===== src/rtl/siaminer_cmd_parser.sv =====
// Host packet parser and response framer between the UART and siacore.
// RX: 0xAA, cmd, len, payload -> work/target or a loop-test echo.
// TX: 0x55, cmd, len, payload for nonce results (first) and loop echoes.
module siaminer_cmd_parser #(
    parameter int unsigned TIMEOUT  = 100000,
    parameter int unsigned LOOP_MAX = 8
) (
    input  logic         clk,
    input  logic         rst_n,
    input  logic [7:0]   rx_data,
    input  logic         new_rx_data,
    input  logic         tx_busy,
    output logic [7:0]   tx_data,
    output logic         new_tx_data,
    output logic [639:0] work,
    output logic [31:0]  target,
    output logic         work_valid,
    input  logic [31:0]  nonce,
    input  logic         nonce_valid,
    output logic         rx_last_byte,
    output logic         tx_last_byte,
    output logic         err
);
    localparam int unsigned EchoW = LOOP_MAX * 8;
    localparam int unsigned PayW  = (EchoW > 32) ? EchoW : 32;
    localparam int unsigned ToW   = $clog2(TIMEOUT + 1);
    localparam logic [ToW-1:0] ToLast = ToW'(TIMEOUT - 1);
    localparam logic [7:0] WorkLen = 8'd84;
    localparam logic [7:0] LoopMax = 8'(LOOP_MAX);
    localparam logic [7:0] CmdWork = 8'd0;
    localparam logic [7:0] CmdLoop = 8'd1;

    typedef enum logic [2:0] {RIdle, RCmd, RLen, RData, RDiscard} rx_state_e;
    typedef enum logic [2:0] {TIdle, THdr, TCmd, TLen, TData} tx_state_e;

    rx_state_e            rx_state_q, rx_state_d;
    logic [7:0]           cmd_q, cmd_d, len_q, len_d, cnt_q, cnt_d;
    logic [671:0]         shift_q, shift_d;
    logic [EchoW-1:0]     stage_q, stage_d, echo_q, echo_d;
    logic [ToW-1:0]       to_cnt_q, to_cnt_d;
    logic [639:0]         work_q, work_d;
    logic [31:0]          target_q, target_d;
    logic                 work_valid_q, work_valid_d;
    logic [7:0]           loop_len_q, loop_len_d;
    logic                 loop_pending_q, loop_pending_d;
    logic [31:0]          nonce_q, nonce_d;
    logic                 nonce_pending_q, nonce_pending_d;
    logic                 err_q, err_d;

    tx_state_e            tx_state_q, tx_state_d;
    logic                 tx_sel_q, tx_sel_d;  // 0: nonce response, 1: loop echo
    logic [7:0]           tx_len_q, tx_len_d, tx_idx_q, tx_idx_d;
    logic [PayW-1:0]      tx_pay_q, tx_pay_d;
    logic [7:0]           tx_data_q, tx_data_d;
    logic                 new_tx_q, new_tx_d, tx_last_q, tx_last_d;

    logic last_cnt, loop_done, rx_err, loop_busy, loop_drop, nonce_drop;
    logic can_send, tx_go, nonce_clr, loop_clr;

    assign last_cnt    = (cnt_q == len_q - 8'd1);
    assign can_send    = !tx_busy && !new_tx_q;
    assign tx_data     = tx_data_q;
    assign new_tx_data = new_tx_q;
    assign tx_last_byte = tx_last_q;
    assign work        = work_q;
    assign target      = target_q;
    assign work_valid  = work_valid_q;
    assign err         = err_q;

    // RX packet FSM with inter-byte timeout
    always_comb begin
        rx_state_d   = rx_state_q;
        cmd_d        = cmd_q;
        len_d        = len_q;
        cnt_d        = cnt_q;
        shift_d      = shift_q;
        stage_d      = stage_q;
        to_cnt_d     = '0;
        work_d       = work_q;
        target_d     = target_q;
        work_valid_d = 1'b0;
        loop_done    = 1'b0;
        rx_err       = 1'b0;
        if (rx_state_q != RIdle && !new_rx_data) begin
            if (to_cnt_q == ToLast) begin
                rx_state_d = RIdle;
                rx_err     = 1'b1;
            end else begin
                to_cnt_d = to_cnt_q + 1'b1;
            end
        end
        if (new_rx_data) begin
            case (rx_state_q)
                RIdle: if (rx_data == 8'hAA) rx_state_d = RCmd;
                RCmd: begin
                    cmd_d      = rx_data;
                    rx_state_d = RLen;
                end
                RLen: begin
                    len_d = rx_data;
                    cnt_d = 8'd0;
                    if (cmd_q == CmdWork && rx_data == WorkLen) begin
                        rx_state_d = RData;
                    end else if (cmd_q == CmdLoop && rx_data != 8'd0 && rx_data <= LoopMax) begin
                        rx_state_d = RData;
                    end else if (cmd_q == CmdLoop && rx_data == 8'd0) begin
                        loop_done  = 1'b1;
                        rx_state_d = RIdle;
                    end else begin
                        rx_err     = 1'b1;
                        rx_state_d = (rx_data != 8'd0) ? RDiscard : RIdle;
                    end
                end
                RData: begin
                    shift_d = {rx_data, shift_q[671:8]};
                    for (int unsigned i = 0; i < LOOP_MAX; i++) begin
                        if (cmd_q == CmdLoop && cnt_q == 8'(i)) stage_d[i*8 +: 8] = rx_data;
                    end
                    if (last_cnt) begin
                        rx_state_d = RIdle;
                        if (cmd_q == CmdWork) begin
                            work_d       = shift_d[639:0];
                            target_d     = shift_d[671:640];
                            work_valid_d = 1'b1;
                        end else begin
                            loop_done = 1'b1;
                        end
                    end else begin
                        cnt_d = cnt_q + 8'd1;
                    end
                end
                RDiscard: begin
                    if (last_cnt) rx_state_d = RIdle;
                    else cnt_d = cnt_q + 8'd1;
                end
                default: rx_state_d = RIdle;
            endcase
        end
    end

    // Next accepted byte completes the current packet
    always_comb begin
        rx_last_byte = 1'b0;
        case (rx_state_q)
            RLen:            rx_last_byte = (rx_data == 8'd0);
            RData, RDiscard: rx_last_byte = last_cnt;
            default:         rx_last_byte = 1'b0;
        endcase
    end

    // Pending slots for the loop echo and the nonce; a slot freed this cycle can refill
    always_comb begin
        loop_busy       = loop_pending_q & ~loop_clr;
        loop_pending_d  = loop_busy;
        loop_len_d      = loop_len_q;
        echo_d          = echo_q;
        loop_drop       = 1'b0;
        if (loop_done) begin
            if (loop_busy) begin
                loop_drop = 1'b1;
            end else begin
                loop_pending_d = 1'b1;
                loop_len_d     = len_d;
                echo_d         = stage_d;
            end
        end
        nonce_pending_d = nonce_pending_q & ~nonce_clr;
        nonce_d         = nonce_q;
        nonce_drop      = 1'b0;
        if (nonce_valid) begin
            if (nonce_pending_d) begin
                nonce_drop = 1'b1;
            end else begin
                nonce_d         = nonce;
                nonce_pending_d = 1'b1;
            end
        end
        err_d = rx_err | loop_drop | nonce_drop;
    end

    // TX response FSM; the header goes out straight from idle so a fresh nonce has 1-cycle latency
    always_comb begin
        tx_state_d = tx_state_q;
        tx_sel_d   = tx_sel_q;
        tx_len_d   = tx_len_q;
        tx_idx_d   = tx_idx_q;
        tx_pay_d   = tx_pay_q;
        tx_data_d  = tx_data_q;
        new_tx_d   = 1'b0;
        tx_last_d  = 1'b0;
        tx_go      = 1'b0;
        case (tx_state_q)
            TIdle: begin
                if (nonce_pending_q || nonce_valid) begin
                    tx_go    = 1'b1;
                    tx_sel_d = 1'b0;
                    tx_len_d = 8'd4;
                    tx_pay_d = PayW'(nonce_pending_q ? nonce_q : nonce);
                end else if (loop_pending_q) begin
                    tx_go    = 1'b1;
                    tx_sel_d = 1'b1;
                    tx_len_d = loop_len_q;
                    tx_pay_d = PayW'(echo_q);
                end
                if (tx_go) begin
                    if (can_send) begin
                        tx_data_d  = 8'h55;
                        new_tx_d   = 1'b1;
                        tx_state_d = TCmd;
                    end else begin
                        tx_state_d = THdr;
                    end
                end
            end
            THdr: if (can_send) begin
                tx_data_d  = 8'h55;
                new_tx_d   = 1'b1;
                tx_state_d = TCmd;
            end
            TCmd: if (can_send) begin
                tx_data_d  = {7'd0, tx_sel_q};
                new_tx_d   = 1'b1;
                tx_state_d = TLen;
            end
            TLen: if (can_send) begin
                tx_data_d = tx_len_q;
                new_tx_d  = 1'b1;
                tx_idx_d  = 8'd0;
                if (tx_len_q == 8'd0) begin
                    tx_last_d  = 1'b1;
                    tx_state_d = TIdle;
                end else begin
                    tx_state_d = TData;
                end
            end
            TData: if (can_send) begin
                tx_data_d = tx_pay_q[7:0];
                tx_pay_d  = tx_pay_q >> 8;
                new_tx_d  = 1'b1;
                if (tx_idx_q == tx_len_q - 8'd1) begin
                    tx_last_d  = 1'b1;
                    tx_state_d = TIdle;
                end else begin
                    tx_idx_d = tx_idx_q + 8'd1;
                end
            end
            default: tx_state_d = TIdle;
        endcase
        nonce_clr = tx_last_d && !tx_sel_q;
        loop_clr  = tx_last_d && tx_sel_q;
    end

    // State registers, synchronous active-low reset
    always_ff @(posedge clk) begin
        if (!rst_n) begin
            rx_state_q      <= RIdle;
            cmd_q           <= '0;
            len_q           <= '0;
            cnt_q           <= '0;
            shift_q         <= '0;
            stage_q         <= '0;
            to_cnt_q        <= '0;
            work_q          <= '0;
            target_q        <= '0;
            work_valid_q    <= 1'b0;
            echo_q          <= '0;
            loop_len_q      <= '0;
            loop_pending_q  <= 1'b0;
            nonce_q         <= '0;
            nonce_pending_q <= 1'b0;
            err_q           <= 1'b0;
            tx_state_q      <= TIdle;
            tx_sel_q        <= 1'b0;
            tx_len_q        <= '0;
            tx_idx_q        <= '0;
            tx_pay_q        <= '0;
            tx_data_q       <= '0;
            new_tx_q        <= 1'b0;
            tx_last_q       <= 1'b0;
        end else begin
            rx_state_q      <= rx_state_d;
            cmd_q           <= cmd_d;
            len_q           <= len_d;
            cnt_q           <= cnt_d;
            shift_q         <= shift_d;
            stage_q         <= stage_d;
            to_cnt_q        <= to_cnt_d;
            work_q          <= work_d;
            target_q        <= target_d;
            work_valid_q    <= work_valid_d;
            echo_q          <= echo_d;
            loop_len_q      <= loop_len_d;
            loop_pending_q  <= loop_pending_d;
            nonce_q         <= nonce_d;
            nonce_pending_q <= nonce_pending_d;
            err_q           <= err_d;
            tx_state_q      <= tx_state_d;
            tx_sel_q        <= tx_sel_d;
            tx_len_q        <= tx_len_d;
            tx_idx_q        <= tx_idx_d;
            tx_pay_q        <= tx_pay_d;
            tx_data_q       <= tx_data_d;
            new_tx_q        <= new_tx_d;
            tx_last_q       <= tx_last_d;
        end
    end
endmodule


===== config.mk =====
export PLATFORM = sky130hd
export DESIGN_NAME = siaminer_cmd_parser
export DESIGN_NICKNAME = d
export VERILOG_FILES = /design/src/rtl/siaminer_cmd_parser.sv
export SDC_FILE = /design/constraint.sdc
export NUM_CORES = 2
export LEC_CHECK = 0
export CAP_MARGIN = 25
export CORE_MARGIN = 5
export CORE_UTILIZATION = 55
export DETAILED_ROUTE_END_ITERATION = 16
export PLACE_DENSITY = 0.79
export SLEW_MARGIN = 5
export SYNTH_ARGS = -nofsm -noshare
export SYNTH_HDL_FRONTEND = slang
export SYNTH_SLANG_ARGS = --single-unit

===== constraint.sdc =====
create_clock -name clk -period 3.57 [get_ports clk]
set_clock_uncertainty 0.05 [all_clocks]
set_input_delay 1.071 -clock clk [delete_from_list [all_inputs] [get_ports clk]]
set_output_delay 1.071 -clock clk [all_outputs]
set_load 0.03 [all_outputs]

* Word-level counts from Yosys, hierarchy flattened
Index checks and enable logic that the tools add are counted.
** Cells by class
- $lt $le $gt $ge :: 1
- Equality and inequality tests :: 30
- Multiplexer cells :: 85
- Bitwise operators :: 10
- Reductions and logical operators :: 49
- Add/sub/neg operators :: 5
** Operator list (number)
- two-way mux 64 bit :: 5
- two-way mux 8 bit :: 21
- one-hot mux 64 bit (2 select lines) :: 1
- two-way mux 3 bit :: 16
- one-hot mux 8 bit (5 select lines) :: 1
- equality test 8 x 3 -> 1 bit (second input constant) :: 4
- zero test 8 bit :: 4
- two-way mux 32 bit :: 1
- one-hot mux 8 bit (2 select lines) :: 2
- two-way mux 1 bit :: 31
- adder 17 x 1 -> 17 bit (second input constant) :: 1
- equality test 17 bit (second input constant) :: 1
- adder 8 x 1 -> 8 bit (second input constant) :: 2
- equality test 8 x 1 -> 1 bit (second input constant) :: 2
- equality test 8 x 2 -> 1 bit (second input constant) :: 2
- equality test 8 bit :: 2
- logical AND 1 bit :: 16
- subtractor 8 x 1 -> 8 bit (second input constant) :: 2
- one-hot mux 3 bit (5 select lines) :: 1
- != test 2 bit (second input constant) :: 7
- equality test 3 x 2 -> 1 bit (second input constant) :: 4
- one-hot mux 3 bit (4 select lines) :: 1
- AND reduction 4 bit :: 3
- AND reduction 2 bit :: 5
- 25 further kinds :: 45
** Storage, ports and cells
- Bits in registers :: 1654
- Logic and storage cells :: 204
- Input bits :: 45
- Output and inout bits :: 685

* Logic depth before layout (Yosys ltp)
- Word-level depth :: 12
- Mapped depth :: 13
- Depth with buffers taken out :: 9

* Least setup slack after synthesis
Ideal clock, no wire load.
- Kind :: register to output
- From :: reg len_q[0]
- To :: out rx_last_byte
- Slack :: -241 ps
- Arrival time :: 2690 ps
- Stages on the path, launching flop included :: 10
- Data required time :: 2449 ps
- Buffers on the path :: 1
- Cell sequence :: dfxtp_1 > buf_2 > inv_1 > ha_1 > nor2b_1 > or3_1 > a31o_1 > a211oi_4 > a22oi_1 > o21ai_0
** Between the ends
- Longest elaborated chain between the ends :: 3
** RTL lines
- start, declared :: line 37 : logic [7:0] cmd_q, cmd_d, len_q, len_d, cnt_q, cnt_d;
- start signal, assigned :: line 283 : len_q <= len_d;
- subtractor 8 x 1 -> 8 bit :: line 60 : assign last_cnt = (cnt_q == len_q - 8'd1);
- equality test 8 bit :: line 60
- one-hot mux 1 bit (2 select lines) :: line 144 : case (rx_state_q)
- end, declared :: line 20 : output logic rx_last_byte,
Every way passes these cells.

* Final worst setup path
- From :: reg len_q[1]
- To :: out rx_last_byte
The elaborated chain is that of the path after synthesis.

==> metrics.md <==
| Metric | Value |
|---|---|
| F_max | `~260 MHz` |
| Synthesized instance count | `approximately 7500` |
| First-pass GRT wire length | `273700 um` |
| Post-synthesis mux area share | `between 1.5 and 2%` |
| Placed Instance Area | `68090 um^2` |
| N_diodes | `0` |
| Critical path buffers and inverters | `2` |
| Synthesized flop and latch total | `1646` |
| Routed WL | `~180000 um` |
| Maximum vdd drop | `slightly above 400 uV` |
| Primary FF master, synth | `dfxtp_1` |
| Largest net degree at the start of global routing | `181` |
| Post-synthesis xor/xnor area fraction | `less than 1%` |
| Sequential fraction of the synthesis area | `between 50% and 60%` |
| Clock Latency Late Sink | `approximately 750 ps` |
| Largest delay share family, worst path | `compound AO/OA/AOI/OAI gates` |
| CTS buffer count | `162` |
| M1 wire length | `roughly 71000 um` |
| Clock-pin slew on the worst setup and hold paths | `60 ps` |
| Number of cell rows | `120` |
| Mapped Nets | `around 7500` |
| WL met2 | `80940 um` |
| Fraction of registers with async set/reset | `0%` |
| Status | `finished with violations` |
| Dpl ws | `-76.13 ps` |
| Power Density | `about 510 nW/um^2` |
| Crit-path max FO | `3` |
| Top sig layer | `met4` |
| CTS H-Tree Depth | `4` |
| Detailed Route Iter0 Violations | `4917` |
| Chip Height | `338.7 um` |
| Final setup viols | `1` |
| WS Path Type | `reg2out` |
| Period utilization | `106.6%` |
| I/O Buffers | `between 700 and 800` |
| Vias in the first global route | `about 50000` |
| Relative slew slack | `around 46%` |
| Synth Warn # | `0` |
| Die width | `338.7 um` |
| Area growth syn-to-layout | `24.29%` |
| ANT nets after route | `0` |
| Final worst path period need | `~3800 ps` |
| Via-to-Cell Ratio | `approximately 5.6` |
| Mapped Area | `just under 60000 um^2` |
| Die Footprint | `114700 um^2` |
| Critical path data arrival time | `2680 ps` |
| Synth Area in Compound Gates | `14.56%` |
| Final hold vios | `0` |
| Max Cap Viol | `0` |
| Gpl congestion | `0.8778` |
| Syn_area_per_cell | `around 7.9 um^2` |
| Main combinational cell family by area after synthesis | `simple AND/OR/NAND/NOR gates` |
| Nets@finish | `between 8000 and 9000` |
| Core Area | `roughly 110000 um^2` |
| CTS Hold Bufs | `0` |
| Setup ws final | `-235.9 ps` |
| Crit-path max cell delay | `350 ps` |
| WHS | `around 400 ps` |
| Detailed Routing Iterations Pass 1 | `5` |
| Unrepaired setup endpoints after global routing | `true` |
| CP max-delay cell | `dfxtp_4` |
| Failing checks | `setup timing` |
| Post-synth cell types | `between 60 and 70` |
| CTS tree | `done` |
| Met3 Wirelength | `13600 um` |
| Synth Area in Adders | `less than 1%` |
| Initial Util | `55.44%` |
| Slew Limit Fails | `0` |
| Hold/Removal Path Class | `reg2reg` |
| LEAKAGE | `about 0.024 uW` |
| Tot GR Track Use | `roughly 29%` |
| CTS max path bufs | `3` |
| Antenna violations before repair | `0` |
| Number of flops mapped to enable cells by yosys | `0` |
| Via count | `~53000` |
| Root buf cell | `clkbuf_16` |
| Post-route setup TNS | `-235.9 ps` |
| Wire length per cell | `between 15 and 20 um` |
| CTS Sinks | `between 1500 and 2000` |
| Pin slew with the least headroom to its limit | `between 800 and 900 ps` |
| I/O pins | `between 700 and 800` |
| Share of cells above drive strength 1 | `under 10%` |
| Cells along the critical path | `inv_2 -> ha_4 -> nor2b_1 -> or3_1 -> a31o_1 -> a211oi_4 -> a22oi_2 -> o21ai_2 -> buf_6` |
| DPL Wire Length | `around 120000 um` |
| Worst Path Required | `2450 ps` |
| Critical Path Source Type | `flop` |
| Final instance area | `73870 um^2` |
| Crit path capture type | `output pin` |
| Simple-gate share of the synthesized area | `22.80%` |
| Grt ovf | `0` |
| # DRC | `0` |
==> report_power, final <==
group          internal (uW)  switching (uW)  leakage (uW)
combinational            315             731       0.00825
clock                  10800            7170       0.00279
sequential             18500            94.6        0.0133
total                  29600            8000        0.0243
==> cells by family after synthesis <==
logic type | after synthesis
AO/OA/AOI/OAI | 1644
flip-flops | 1646
buffers and inverters | 605
adder cells (fa/ha/maj) | 8
XOR/XNOR | 38
AND/OR/NAND/NOR | 3430
multiplexers | 108
==> tightest hold or removal path: stages (launching register included) <==
cell,delay [ps]
dfxtp_1,310
nand2_1,50
o21ai_1,50
==> cell usage after synthesis, drive strengths merged (2+ instances only) <==
library cell | instances | share of area [%]
or4 | 48 | 0.61
nand2 | 2876 | 18
o211ai | 2 | 0.025
nand3 | 91 | 0.77
and3b | 3 | 0.044
nor3b | 6 | 0.076
inv | 14 | 0.088
o2bb2ai | 16 | 0.24
and3 | 20 | 0.21
clkbuf | 471 | 3.0
a31o | 4 | 0.059
or3 | 7 | 0.074
nand2b | 7 | 0.074
ha | 8 | 0.17
a31oi | 4 | 0.078
o22ai | 3 | 0.032
or2 | 6 | 0.063
a21oi | 1423 | 12
nand4 | 12 | 0.13
a311oi | 25 | 0.37
nor2 | 259 | 1.6
nor2b | 6 | 0.063
mux2i | 96 | 1.6
a2111oi | 5 | 0.095
mux2 | 12 | 0.23
nor3 | 61 | 0.52
o41ai | 2 | 0.029
a22oi | 5 | 0.063
xor2 | 20 | 0.29
nor4 | 8 | 0.11
and2 | 12 | 0.13
dfxtp | 1646 | 55
a211oi | 38 | 0.50
buf | 120 | 1.5
nor4b | 4 | 0.059
o21ai | 102 | 0.87
o211a | 2 | 0.034
xnor2 | 18 | 0.27
a21boi | 2 | 0.025
==> cell type report <==
cell class                      count  area [um^2]
Clock buffer                      227         4713
Clock inverter                     62        978.4
Fill cell                        8335        33330
Inverter                           14        60.06
Multi-Input combinational cell   5228        23850
Sequential cell                  1646        32960
Tap cell                         1403         1755
Timing Repair Buffer              907         9557
==> worst paths after layout <==
check,start,endpoint,slack (ps),cells after the start
hold / removal,echo_q[41]$_SDFFE_PN0P_,echo_q[41]$_SDFFE_PN0P_,400,2
setup reg to reg,tx_len_q[0]$_SDFFE_PN0P_,echo_q[57]$_SDFFE_PN0P_,470,11
setup / recovery,len_q[1]$_SDFF_PN0_,rx_last_byte,-240,9
hold reg to reg,echo_q[41]$_SDFFE_PN0P_,echo_q[41]$_SDFFE_PN0P_,400,2
==> routing by layer <==
layer | track usage (%) | vias to the layer above
met5 | 0 | -
met4 | 14.41 | 0
met3 | 5.946 | 420
met2 | 46.55 | 2052
met1 | 37.38 | 25121
li1 | - | 25386
==> cell usage in the layout, fill, tap and decap left out, types with 16 or more instances in the layout <==
| cell type | n |
|---|---|
| clkbuf_1 | 28 |
| or4_1 | 48 |
| a311oi_1 | 25 |
| nand3_1 | 89 |
| buf_4 | 104 |
| xor2_1 | 20 |
| dfxtp_1 | 1642 |
| clkbuf_8 | 33 |
| buf_12 | 74 |
| o21ai_1 | 46 |
| xnor2_1 | 17 |
| mux2i_1 | 96 |
| bufinv_16 | 22 |
| a21oi_1 | 1423 |
| clkdlybuf4s50_1 | 726 |
| clkbuf_16 | 166 |
| nor2_1 | 256 |
| a211oi_1 | 37 |
| and3_1 | 19 |
| clkinv_2 | 21 |
| nor3_1 | 60 |
| o21ai_0 | 53 |
| o2bb2ai_1 | 16 |
| nand2_1 | 2875 |
==> through the flow <==
stage / util, % / power, uW / cells
finish: 68.91 / 37640 / 9487
global route: 68.91 / 38760 / 9487
CTS: 68.88 / 37850 / 9487
detailed placement: 63.52 / 20030 / 9194
global placement: 63.52 / 20010 / 9194
floorplan: - / 19670 / 7479
==> flip-flops by register name, summed over array words and instances (netlist names), 17 cells and up <==
register and count:
shift_q 664, work 640, stage_q 64, echo_q 64, tx_pay_q 64, to_cnt_q 17
nonce_q 32, target 32
==> repair_timing <==
action	in CTS	in global routing
gates cloned	0	0
setup endpoints to repair	1	1
pin swaps	6	4
resized for setup	11	4
setup buffers	4	0
(Power assumes the default switching activity.)
